==> config.mk <==
export PLATFORM = sky130hd
export DESIGN_NAME = mmu_par_ctrl
export DESIGN_NICKNAME = d
export VERILOG_FILES = /design/src/rtl/mmu_par_ctrl.sv
export SDC_FILE = /design/constraint.sdc
export NUM_CORES = 1
export LEC_CHECK = 0
export BUFFER_PORTS_ARGS = -buffer_cell sky130_fd_sc_hd__buf_4
export CAP_MARGIN = 15
export CORE_MARGIN = 2
export CORE_UTILIZATION = 30
export CTS_CLUSTER_DIAMETER = 40
export CTS_CLUSTER_SIZE = 12
export DETAILED_ROUTE_END_ITERATION = 7
export GPL_ROUTABILITY_DRIVEN = 1
export SYNTH_ARGS = -nofsm -noshare
export SYNTH_HDL_FRONTEND = slang
export SYNTH_SLANG_ARGS = --single-unit
==> constraint.sdc <==
create_clock -name clk -period 2.7 [get_ports clk]
set_input_delay 0.54 -clock clk [delete_from_list [all_inputs] [get_ports clk]]
set_output_delay 0.54 -clock clk [all_outputs]
set_load 0.02 [all_outputs]
==> src/rtl/mmu_par_ctrl.sv <==
// MMU PAR-file sequencer: optional identity-map init (MMU_PAR_INIT_EN), CPU register
// window with a four-phase handshake, and the MMCR translation-enable bit.
module mmu_par_ctrl (
  input  logic        clk,
  input  logic        reset,
  input  logic        ce,
  input  logic        cpu_sel,
  input  logic        cpu_we,
  input  logic [4:0]  cpu_addr,
  input  logic [15:0] cpu_wdata,
  output logic [15:0] cpu_rdata,
  output logic        cpu_ack,
  input  logic [15:0] cpu_vaddr,
  input  logic [15:0] mm_rdata,
  output logic        mm_regwr,
  output logic        mm_regrd,
  output logic [15:0] mm_vaddr,
  output logic [15:0] mm_wdata,
  output logic        mm_enable,
  output logic        init_done,
  output logic        xlat_stall
);

`ifdef MMU_PAR_INIT_EN
  typedef enum logic [2:0] {S_INIT, S_IDLE, S_WR, S_RD, S_RDC, S_ACK, S_REL} state_t;
  localparam state_t RESET_STATE = S_INIT;
`else
  typedef enum logic [2:0] {S_IDLE, S_WR, S_RD, S_RDC, S_ACK, S_REL} state_t;
  localparam state_t RESET_STATE = S_IDLE;
`endif

  state_t      r_state;
  state_t      w_next;
  logic [3:0]  r_addr;
  logic [15:0] r_wdata;
  logic [15:0] r_rdata;
  logic        r_mmcr_en;
  logic        w_init_done;
  logic        w_accept;
  logic        w_is_par;
  logic        w_is_mmcr;

`ifdef MMU_PAR_INIT_EN
  logic [3:0]  r_n;
  logic        r_init_done;
  assign w_init_done = r_init_done;
`else
  assign w_init_done = 1'b1;
`endif

  assign w_accept  = (r_state == S_IDLE) && cpu_sel;
  assign w_is_par  = ~cpu_addr[4];
  assign w_is_mmcr = (cpu_addr == 5'd16);

  always_ff @(posedge clk or posedge reset) begin
    if (reset)
      r_state <= RESET_STATE;
    else if (ce)
      r_state <= w_next;
  end

  always_comb begin
    w_next = r_state;
    case (r_state)
`ifdef MMU_PAR_INIT_EN
      S_INIT: if (r_n == 4'd15) w_next = S_IDLE;
`endif
      S_IDLE: begin
        if (cpu_sel) begin
          if (w_is_par) w_next = cpu_we ? S_WR : S_RD;
          else          w_next = S_ACK;
        end
      end
      S_WR:   w_next = S_ACK;
      S_RD:   w_next = S_RDC;
      S_RDC:  w_next = S_ACK;
      S_ACK:  w_next = S_REL;
      S_REL:  if (!cpu_sel) w_next = S_IDLE;
      default: w_next = S_IDLE;
    endcase
  end

  always_ff @(posedge clk or posedge reset) begin
    if (reset) begin
      r_addr    <= '0;
      r_wdata   <= '0;
      r_rdata   <= '0;
      r_mmcr_en <= 1'b0;
`ifdef MMU_PAR_INIT_EN
      r_n         <= '0;
      r_init_done <= 1'b0;
`endif
    end else if (ce) begin
`ifdef MMU_PAR_INIT_EN
      if (r_state == S_INIT) begin
        r_n <= r_n + 4'd1;
        if (r_n == 4'd15) r_init_done <= 1'b1;
      end
`endif
      if (w_accept) begin
        r_addr  <= cpu_addr[3:0];
        r_wdata <= cpu_wdata;
        // MMCR and reserved accesses complete here; only their read data is produced now
        if (w_is_mmcr) begin
          if (cpu_we) r_mmcr_en <= cpu_wdata[0];
          else        r_rdata   <= {w_init_done, 14'b0, r_mmcr_en};
        end else if (!w_is_par && !cpu_we) begin
          r_rdata <= '0;
        end
      end
      if (r_state == S_RDC) r_rdata <= mm_rdata;
    end
  end

  always_comb begin
    mm_regwr   = 1'b0;
    mm_regrd   = 1'b0;
    mm_vaddr   = {11'b0, r_addr, 1'b0};
    mm_wdata   = r_wdata;
    cpu_ack    = 1'b0;
    xlat_stall = 1'b1;
    case (r_state)
`ifdef MMU_PAR_INIT_EN
      S_INIT: begin
        mm_regwr = 1'b1;
        mm_vaddr = {11'b0, r_n, 1'b0};
        mm_wdata = {~r_n[2], 5'b0, r_n[2:0], 7'b0};
      end
`endif
      S_IDLE, S_REL: begin
        mm_vaddr   = cpu_vaddr;
        xlat_stall = 1'b0;
      end
      S_WR:    mm_regwr = 1'b1;
      S_RD:    mm_regrd = 1'b1;
      S_ACK:   cpu_ack  = 1'b1;
      default: ;
    endcase
  end

  assign cpu_rdata = r_rdata;
  assign init_done = w_init_done;
  assign mm_enable = r_mmcr_en & w_init_done;

endmodule

==> impl_metrics.env <==
export IMPL_max_cap_violations=0
export IMPL_fin_crit_sh_pct=94.20
export IMPL_worstMarginPinSlew_ns=0.6008
export IMPL_cts_tree="built"
export IMPL_timing_final_ws_setup_ns=0.1566
export IMPL_num_vias=1516
export IMPL_cp_end_kind="output port"
export IMPL_wl_um=4448
export IMPL_rows=28
export IMPL_fillers=568
export IMPL_routedWlPerCell_um=13.44
export IMPL_post_synth_num_cell_types=26
export IMPL_synth_seq_area_share_pct=54.72
export IMPL_start_util_pct=30.90
export IMPL_synth_top_area_share_pct=54.72
export IMPL_critPathSlowestCell="dfrtp_1"
export IMPL_fin_skew_ns=0.006903
export IMPL_dr_pass1_iters=4
export IMPL_final_nets=313
export IMPL_slowest_delay_ns=0.53
export IMPL_leakagePower_uw=0.001450
export IMPL_fp_coreArea_um2=5921
export IMPL_yosysMostFrequentCell="dfrtp_1"
export IMPL_rsz0062_at_grt="false"
export IMPL_multi_input_area_um2=747.0
export IMPL_syn_nets=202
export IMPL_htreeDepth=2
export IMPL_async_reset_ff_share_pct=100.0
export IMPL_dieWidth_um=82.09
export IMPL_grt_pass1_vias=1455
export IMPL_synth_ff_type="dfrtp_1"
export IMPL_vias_per_cell=4.580
export IMPL_drtIter0Drc=27
export IMPL_crit_type="reg -> out"
export IMPL_drive_gt1_share_pct=49.61
export IMPL_route_detailed_drc=0
export IMPL_power_density_nw_per_um2=1099
export IMPL_ys_warn_count=0
export IMPL_finalSetupViolations=0
export IMPL_dieArea_um2=6738
export IMPL_clockBufferDepth=2
export IMPL_hold_viol=0
export IMPL_hpwl_um=3370
export IMPL_cp_start_kind="flop"
export IMPL_yosysTopAreaCell="dfrtp_1"
export IMPL_cts_resized=0
export IMPL_grt_use_total_pct=13.33
export IMPL_post_cts_repair_setup_buffers=0
export IMPL_clock_fmax_mhz=393.2
export IMPL_postSynthAreaPerCell_um2=12.70
export IMPL_cts_root_buf="clkbuf_8"
export IMPL_crit_chain="or2_4 > a21oi_4 > mux2_1 > buf_4"
export IMPL_tns_ns=0
export IMPL_synth_seq_cells=40
export IMPL_clock_sinks=40
export IMPL_synthTopCellsByArea="dfrtp_1 (55%), mux2_1 (16%), a22o_1 (7.2%)"
export IMPL_synthesis_area_um2=1829
export IMPL_routabilityCongestion=0.7815
export IMPL_ant_nets=0
export IMPL_cts_made_buffers=5
export IMPL_period_needed_ns=2.543
export IMPL_report_final_slew_viol_count=0
export IMPL_diodes=0
export IMPL_synthCells=144
export IMPL_status="completed"
export IMPL_clk_pin_slew_ns=0.08
export IMPL_synthTopCellsByCount="dfrtp_1 (40), mux2_1 (26), a22o_1 (15)"
export IMPL_antenna_found_initial=0
export IMPL_hold_buffers=0
export IMPL_peakVddDrop_mv=0.4036
export IMPL_slew_headroom_pct=59.64
export IMPL_grt_max_degree=31
export IMPL_seqCellArea_um2=1001
export IMPL_die_h_um=82.09
export IMPL_grt_pass1_wl_um=6727
export IMPL_port_buffers=110
export IMPL_post_place_ws_ns=0.4698
export IMPL_worstSkewPairLatency_ns=0.29
export IMPL_synth_edf_count=0
export IMPL_ios=112
export IMPL_crit_required_ns=2.16
export IMPL_path_max_fanout=17
export IMPL_overflow=0
export IMPL_hold_class="in -> async"
export IMPL_critPathArrivalTime_ns=2.00
export IMPL_syn2layout_area_growth_pct=56.09
==> final timing paths <==
check / start / end / slack [ns] / depth (start not counted)
max: r_state[2]$_DFFE_PP0P_ / mm_vaddr[3] / 0.16 / 4
min: reset / cpu_rdata[11]$_DFFE_PP0P_ / 0.18 / 2
max reg2reg: r_state[1]$_DFFE_PP0P_ / r_addr[0]$_DFFE_PP0P_ / 0.78 / 3
min reg2reg: mm_wdata[14]$_DFFE_PP0P_ / mm_wdata[14]$_DFFE_PP0P_ / 0.49 / 1
max in group asynchronous: reset / mm_wdata[5]$_DFFE_PP0P_ / 2.08 / 3
min in group clk: cpu_wdata[10] / mm_wdata[10]$_DFFE_PP0P_ / 0.46 / 2
==> report_power, final <==
part	total, uW	switching [uW]	internal [uW]
clock	534	208	326
combinational	1570	800	765
sequential	1040	183	855
total	3140	1190	1950
==> registers in the layout, summed over array words and instances (netlist names) <==
name,count
cpu_rdata,16
mm_wdata,16
r_addr,4
r_state,3
mm_enable,1
==> cell usage in the layout (no fill, tap or decap) <==
| master | count |
|---|---|
| buf_16 | 1 |
| clkbuf_8 | 7 |
| and3_1 | 1 |
| nand2b_1 | 2 |
| a21oi_4 | 1 |
| a21oi_1 | 2 |
| nor4_1 | 1 |
| o21a_1 | 1 |
| nor3b_1 | 2 |
| mux2_2 | 2 |
| inv_1 | 2 |
| nand3_1 | 2 |
| o21ai_0 | 5 |
| clkinv_1 | 1 |
| or2_4 | 1 |
| and2_1 | 12 |
| a32oi_1 | 1 |
| dfrtp_1 | 40 |
| a22o_1 | 15 |
| nand2_1 | 8 |
| nor2b_1 | 2 |
| o31a_1 | 1 |
| nand4bb_1 | 1 |
| nor4_4 | 1 |
| mux2_1 | 26 |
| conb_1 | 1 |
| nor2_1 | 3 |
| bufinv_16 | 1 |
| buf_4 | 113 |
==> worst max-delay path, delay by kind of cell (launching register included) <==
family	cells	cell delay, ns
buffers and inverters	1	0.16
muxes	1	0.36
and+or+nand+nor	1	0.32
DFF	1	0.53
AOI/OAI and AO/OA	1	0.33
==> through the flow <==
stage	utilization, %	instance area [um^2]	total power (uW)	hold WS [ns]	std cells
floorplan	-	1829	1945	0.4503	144
global placement	45.63	2701	2609	0.4711	322
detailed placement	45.63	2701	2631	0.4760	322
CTS	47.76	2828	3176	0.4074	330
global route	48.22	2855	3330	0.1810	331
finish	48.22	2855	3138	0.1763	331
==> cells by family after synthesis <==
family	after synthesis	synth area share (%)
flops	40	54.72
simple gates	36	12.04
mux	28	17.24
compound gates	26	11.35
buf+inv	13	4.446
other cells	1	0.2050
==> layer usage <==
metal  global-route usage (%)  up-vias  part of all wire [%]
met5                        0        -                     0
met4                    5.500        0                   1.3
met3                    3.516        7                   6.5
met2                    22.76       48                    52
met1                    15.84      735                    40
li1                         -      726                     -
==> layout make-up <==
class | count | share of cell area, %
Sequential cell | 40 | 35.06
Clock buffer | 7 | 3.374
Timing Repair Buffer | 114 | 30.67
Clock inverter | 1 | 1.052
Inverter | 3 | 0.3944
Tap cell | 75 | 3.287
Multi-Input combinational cell | 91 | 26.16
No activity file was read; power rests on OpenSTA's default activity.
